### src/rtl/toggle_hs_pkg.sv
// Shared types and default widths for the toggle-handshake responder
// and the matching initiator.
package toggle_hs_pkg;

    typedef enum logic [1:0] {
        ST_IDLE    = 2'd0,
        ST_CAPTURE = 2'd1,
        ST_VALID   = 2'd2
    } hs_state_t;

    localparam int DEF_DATA_W      = 8;
    localparam int DEF_SYNC_STAGES = 2;
    localparam int DEF_CNT_W       = 16;

endpackage

### src/rtl/sync_chain.sv
// N-stage single-bit synchronizer with asynchronous active-low reset to 0.
module sync_chain #(
    parameter int STAGES = 2
) (
    input  logic clk,
    input  logic rst_n,
    input  logic i_d,
    output logic o_q
);

    logic [STAGES-1:0] r_stage;
    logic [STAGES-1:0] w_stage_d;

    genvar gi;
    generate
        for (gi = 0; gi < STAGES; gi++) begin : g_stage
            if (gi == 0) begin : g_first
                assign w_stage_d[gi] = i_d;
            end else begin : g_rest
                assign w_stage_d[gi] = r_stage[gi-1];
            end
        end
    endgenerate

    always_ff @(posedge clk or negedge rst_n) begin
        if (!rst_n) begin
            r_stage <= '0;
        end else begin
            r_stage <= w_stage_d;
        end
    end

    assign o_q = r_stage[STAGES-1];

endmodule

### src/rtl/toggle_hs_receiver.sv
// Responder side of the two-phase toggle handshake: synchronizes req_tgl,
// presents the captured word on valid/ready and toggles ack_tgl on accept.
module toggle_hs_receiver
    import toggle_hs_pkg::*;
#(
    parameter int DATA_W      = DEF_DATA_W,
    parameter int SYNC_STAGES = DEF_SYNC_STAGES,
    parameter int CNT_W       = DEF_CNT_W
) (
    input  logic              clk,
    input  logic              rst_n,
    input  logic              req_tgl,
    input  logic [DATA_W-1:0] req_data,
    output logic              ack_tgl,
    output logic              out_valid,
    output logic [DATA_W-1:0] out_data,
    input  logic              out_ready,
    output logic [CNT_W-1:0]  xfer_cnt,
    output logic              err_overrun,
    input  logic              err_clr
);

    hs_state_t         r_state;
    hs_state_t         w_state_next;
    logic              r_req_seen;
    logic              w_req_seen_next;
    logic              r_ack;
    logic              w_ack_next;
    logic              r_valid;
    logic              w_valid_next;
    logic [DATA_W-1:0] r_data;
    logic [DATA_W-1:0] w_data_next;
    logic [CNT_W-1:0]  r_cnt;
    logic [CNT_W-1:0]  w_cnt_next;
    logic              r_err;
    logic              w_err_next;
    logic              w_req_sync;
    logic              w_pend;

    sync_chain #(
        .STAGES (SYNC_STAGES)
    ) u_req_sync (
        .clk   (clk),
        .rst_n (rst_n),
        .i_d   (req_tgl),
        .o_q   (w_req_sync)
    );

    assign w_pend = (w_req_sync != r_req_seen);

    always_ff @(posedge clk or negedge rst_n) begin
        if (!rst_n) begin
            r_state    <= ST_IDLE;
            r_req_seen <= 1'b0;
            r_ack      <= 1'b0;
            r_valid    <= 1'b0;
            r_data     <= '0;
            r_cnt      <= '0;
            r_err      <= 1'b0;
        end else begin
            r_state    <= w_state_next;
            r_req_seen <= w_req_seen_next;
            r_ack      <= w_ack_next;
            r_valid    <= w_valid_next;
            r_data     <= w_data_next;
            r_cnt      <= w_cnt_next;
            r_err      <= w_err_next;
        end
    end

    always_comb begin
        w_state_next    = r_state;
        w_req_seen_next = r_req_seen;
        w_ack_next      = r_ack;
        w_valid_next    = r_valid;
        w_data_next     = r_data;
        w_cnt_next      = r_cnt;
        w_err_next      = r_err;

        case (r_state)
            ST_IDLE: begin
                if (w_pend) begin
                    w_req_seen_next = w_req_sync;
                    w_state_next    = ST_CAPTURE;
                end
            end
            // One cycle after the toggle is seen, so req_data has settled.
            ST_CAPTURE: begin
                w_data_next  = req_data;
                w_valid_next = 1'b1;
                w_state_next = ST_VALID;
            end
            ST_VALID: begin
                if (out_ready) begin
                    w_valid_next = 1'b0;
                    w_ack_next   = ~r_ack;
                    w_cnt_next   = r_cnt + CNT_W'(1);
                    w_state_next = ST_IDLE;
                end
            end
            default: begin
                w_state_next = ST_IDLE;
            end
        endcase

        // A new toggle while busy stays pending; only the flag records it.
        if (err_clr) begin
            w_err_next = 1'b0;
        end
        if (w_pend && (r_state != ST_IDLE)) begin
            w_err_next = 1'b1;
        end
    end

    assign ack_tgl     = r_ack;
    assign out_valid   = r_valid;
    assign out_data    = r_data;
    assign xfer_cnt    = r_cnt;
    assign err_overrun = r_err;

endmodule

### config.mk
export PLATFORM = sky130hd
export DESIGN_NAME = toggle_hs_receiver
export DESIGN_NICKNAME = d
export VERILOG_FILES = /design/src/rtl/toggle_hs_pkg.sv /design/src/rtl/sync_chain.sv /design/src/rtl/toggle_hs_receiver.sv
export SDC_FILE = /design/constraint.sdc
export NUM_CORES = 1
export LEC_CHECK = 0
export ABC_CLOCK_PERIOD_IN_PS = 1400
export CAP_MARGIN = 10
export CORE_MARGIN = 3
export CORE_UTILIZATION = 41
export CTS_CLUSTER_SIZE = 10
export DETAILED_ROUTE_END_ITERATION = 8
export PLACE_DENSITY_LB_ADDON = 0.05
export SLEW_MARGIN = 20
export SYNTH_ARGS = -nofsm -noshare
export SYNTH_HDL_FRONTEND = slang
export SYNTH_HIERARCHICAL = 1
export SYNTH_SLANG_ARGS = --single-unit
### constraint.sdc
create_clock -name clk -period 1.4 [get_ports clk]
set_clock_uncertainty 0.1 [all_clocks]
set_input_delay 0.28 -clock clk [delete_from_list [all_inputs] [get_ports clk]]
set_output_delay 0.28 -clock clk [all_outputs]
set_load 0.03 [all_outputs]
==> metrics.md <==
| Metric | Value |
|---|---|
| Status | completed |
| Multi-input gate area | 548 um^2 |
| Hold Vio Cnt, Final | 0 |
| Critical Path Fanout Max | 5 |
| Area of the core | 3080 um^2 |
| Switch share | 37.3% |
| Slew Limit Fails | 0 |
| Initial antenna violation count | 0 |
| H-tree depth | 2 |
| Fraction of power consumed by combinational cells | 42.2% |
| Crit path time final | 1400 ps |
| CP arrival | 1550 ps |
| Antenna viol nets, final | 0 |
| Starting DRC count in detailed routing | 26 |
| Die ar. | 4000 um^2 |
| Top delay family on crit path | simple AND/OR/NAND/NOR gates |
| Pre-antenna DRT Iters | 3 |
| I/O pin total | 40 |
| Post-DP HPWL | 1.78 mm |
| Nets | 174 |
| Seq/Total Area, Yosys | 59.6% |
| Clock Tree Buf Depth | 2 |
| Fill count | 269 |
| Clk pin slew, worst setup/hold paths | 100 ps |
| Antenna cells | 0 |
| F_max | 714 MHz |
| Post-Syn Area per Cell | 13.7 um^2 |
| Crit Path Class | register to register |
| Clk pwr share | 16.5% |
| Worst rel slew slack | 81.4% |
| Buf/Inv on CP | 1 |
| Mapped Cells | 98 |
| Via count | 946 |
| IO buf count | 39 |
| Largest net degree at the start of global routing | 33 |
| Post-route DRC | 0 |
| Critical path's largest stage delay | 390 ps |
| Clk sinks | 32 |
| Syn Std Cell Area | 1340 um^2 |
| Hold buffer count at CTS | 0 |
| Fraction of layout cells with a size suffix above 1 | 52.8% |
| Clk root buf | clkbuf_4 |
| Final GP Congestion | 0.716 |
| Worst hold path type | input pin to asynchronous set/reset pin |
| Congestion Overflow GR | 0 |
| Finished Cell Area | 1980 um^2 |
| WL per Instance | 12.4 um |
| Synth unique cells | 26 |
| Tcrit/Tclk final | 100% |
| FF+latch area | 813 um^2 |
| Tot Pwr | 3.29 mW |
| Max-cap violations | 0 |
| Chip width | 63.2 um |
| P_int | 2.07 mW |
| Total GRT Usage | 13.7% |
| Worst-skew pair later-pin latency | 330 ps |
| Sequential group share of total power | 41.4% |
| WHS | 211 ps |
| Mapped Nets | 112 |
| RSZ-0062 raised after global routing | yes |
| Syn-to-layout area delta | 47.5% |
| Number of global-route vias before repair | 979 |
| Post-DR vias/cell | 4.61 |
| Critical Path RT | 1550 ps |
| CTS buffer count | 5 |
| Slowest library cell on the worst path | dfrtp_2 |
| Net Switching | 1.23 mW |
| Startpoint types | register |
| Pwr per Cell Area | 1660 nW/um^2 |
| Reg2reg setup slack | 0.2 ps |
| Leak pwr | 0.945 nW |
| Worst slew pin tran | 278 ps |
| WL final | 2.54 mm |
| Post-placement cell area | 1820 um^2 |
| Synth Register Bits | 32 |
| Die Height | 63.2 um |
| Setup violators final | 0 |
| Most common cell after layout, fill and taps aside | buf_4 |
| First-pass GRT wire length | 4.21 mm |
| TritonCTS clock tree | yes |
| CP endpoint kind | register |
| Critical path cell sequence | buf_6 > nand3_4 > nor3_4 > nand4_1 > xnor2_1 |
| Starting density of the core | 43.6% |
| Synth Warn # | 6 |
| Rows | 20 |
| Max VDD drop | 0.00102 V |
| Commonest cells after routing, fill and taps aside | 29 x buf_4, 22 x dfrtp_1, 14 x xnor2_1, 12 x clkdlybuf4s50_1, 11 x buf_6 |
-- area by class of cell --
cell class / instances / area share, %
clock buffers: 8 / 2.97
flip-flops and latches: 32 / 41.1
multi-input cells: 63 / 27.7
repair buffers: 57 / 25.3
well taps: 44 / 2.78
inverters: 1 / 0.190
-- power by group through the flow --
stage / clock, mW / combinational [mW] / sequential (mW)
4_1_cts: 0.566 / 1.40 / 1.37
5_1_grt: 0.604 / 1.48 / 1.40
2_1_floorplan: 0 / 0.427 / 1.81
3_5_place_dp: 0 / 1.41 / 1.39
6_report: 0.542 / 1.39 / 1.36
3_3_place_gp: 0 / 1.40 / 1.38
-- worst paths after layout --
kind	from	cells after the start	endpoint
setup / recovery	xfer_cnt[6]	5	xfer_cnt[13]
hold / removal	rst_n	2	xfer_cnt[8]
max in group asynchronous	rst_n	2	xfer_cnt[10]
hold reg to reg	u_req_sync/r_stage[0]	0	u_req_sync/r_stage[1]
min in group clk	u_req_sync/r_stage[0]	0	u_req_sync/r_stage[1]
setup reg to reg	xfer_cnt[6]	5	xfer_cnt[13]
-- cell usage after synthesis --
cell type  number  area, um^2
a21o_1          1        7.51
and2b_2         1        8.76
and3_1          5        31.3
and3b_1         1        8.76
buf_2           1        5.00
buf_6           1        11.3
dfrtp_1        32         801
ha_1            1        12.5
inv_1           1        3.75
mux2_2          9         101
nand2_1         9        33.8
nand3_1         2        10.0
nand3_2         4        40.0
nand3b_2        1        11.3
nand4_1         2        12.5
nand4_4         1        21.3
nor2_1          2        7.51
nor2_4          1        11.3
nor3_1          1        5.00
nor3_4          1        16.3
nor3b_1         1        7.51
o22ai_1         1        6.26
or2_2           2        12.5
xnor2_1        14         123
xnor2_2         1        16.3
xor2_1          2        17.5
-- repair_timing --
item                       CTS  global route
hold endpoints to repair     0             0
resized for setup           21            15
setup buffers                6             2
gates cloned                 0             0
setup endpoints to repair   12            17
pin swaps                    0             5
-- registers in the layout, summed over array words and instances, names as in the netlist --
signal / cells
err_overrun: 1
r_req_seen: 1
out_data: 8
ack_tgl: 1
r_state: 2
u_req_sync/r_stage: 2
xfer_cnt: 16
out_valid: 1
-- per-layer routing --
metal / wire (um) / vias up / track usage, %
li1: - / 457 / -
met1: 1010 / 454 / 14.7
met2: 1330 / 28 / 24.0
met3: 134 / 7 / 3.92
met4: 68 / 0 / 8.09
met5: 0 / - / 0
-- kinds of logic after synthesis --
| logic type | count (synthesis) | share of synthesized area, % |
|---|---|---|
| AO/OA/AOI/OAI | 2 | 1.03 |
| XOR/XNOR | 17 | 11.7 |
| adder cells (fa/ha/maj) | 1 | 0.932 |
| buffers and inverters | 3 | 1.49 |
| flip-flops | 32 | 59.6 |
| multiplexers | 9 | 7.55 |
| AND/OR/NAND/NOR | 34 | 17.7 |
-- metrics by stage --
stage	setup TNS, ps	utilization (%)	setup WS, ps	cells
CTS	-22.9	63.1	-18.1	203
finish	0	64.3	0.184	205
floorplan	0	-	0.710	98
global route	-412	64.3	-93.6	205
detailed placement	-4440	59.2	-333	190
global placement	-4160	59.2	-324	190
No activity file was read; power rests on OpenSTA's default activity.
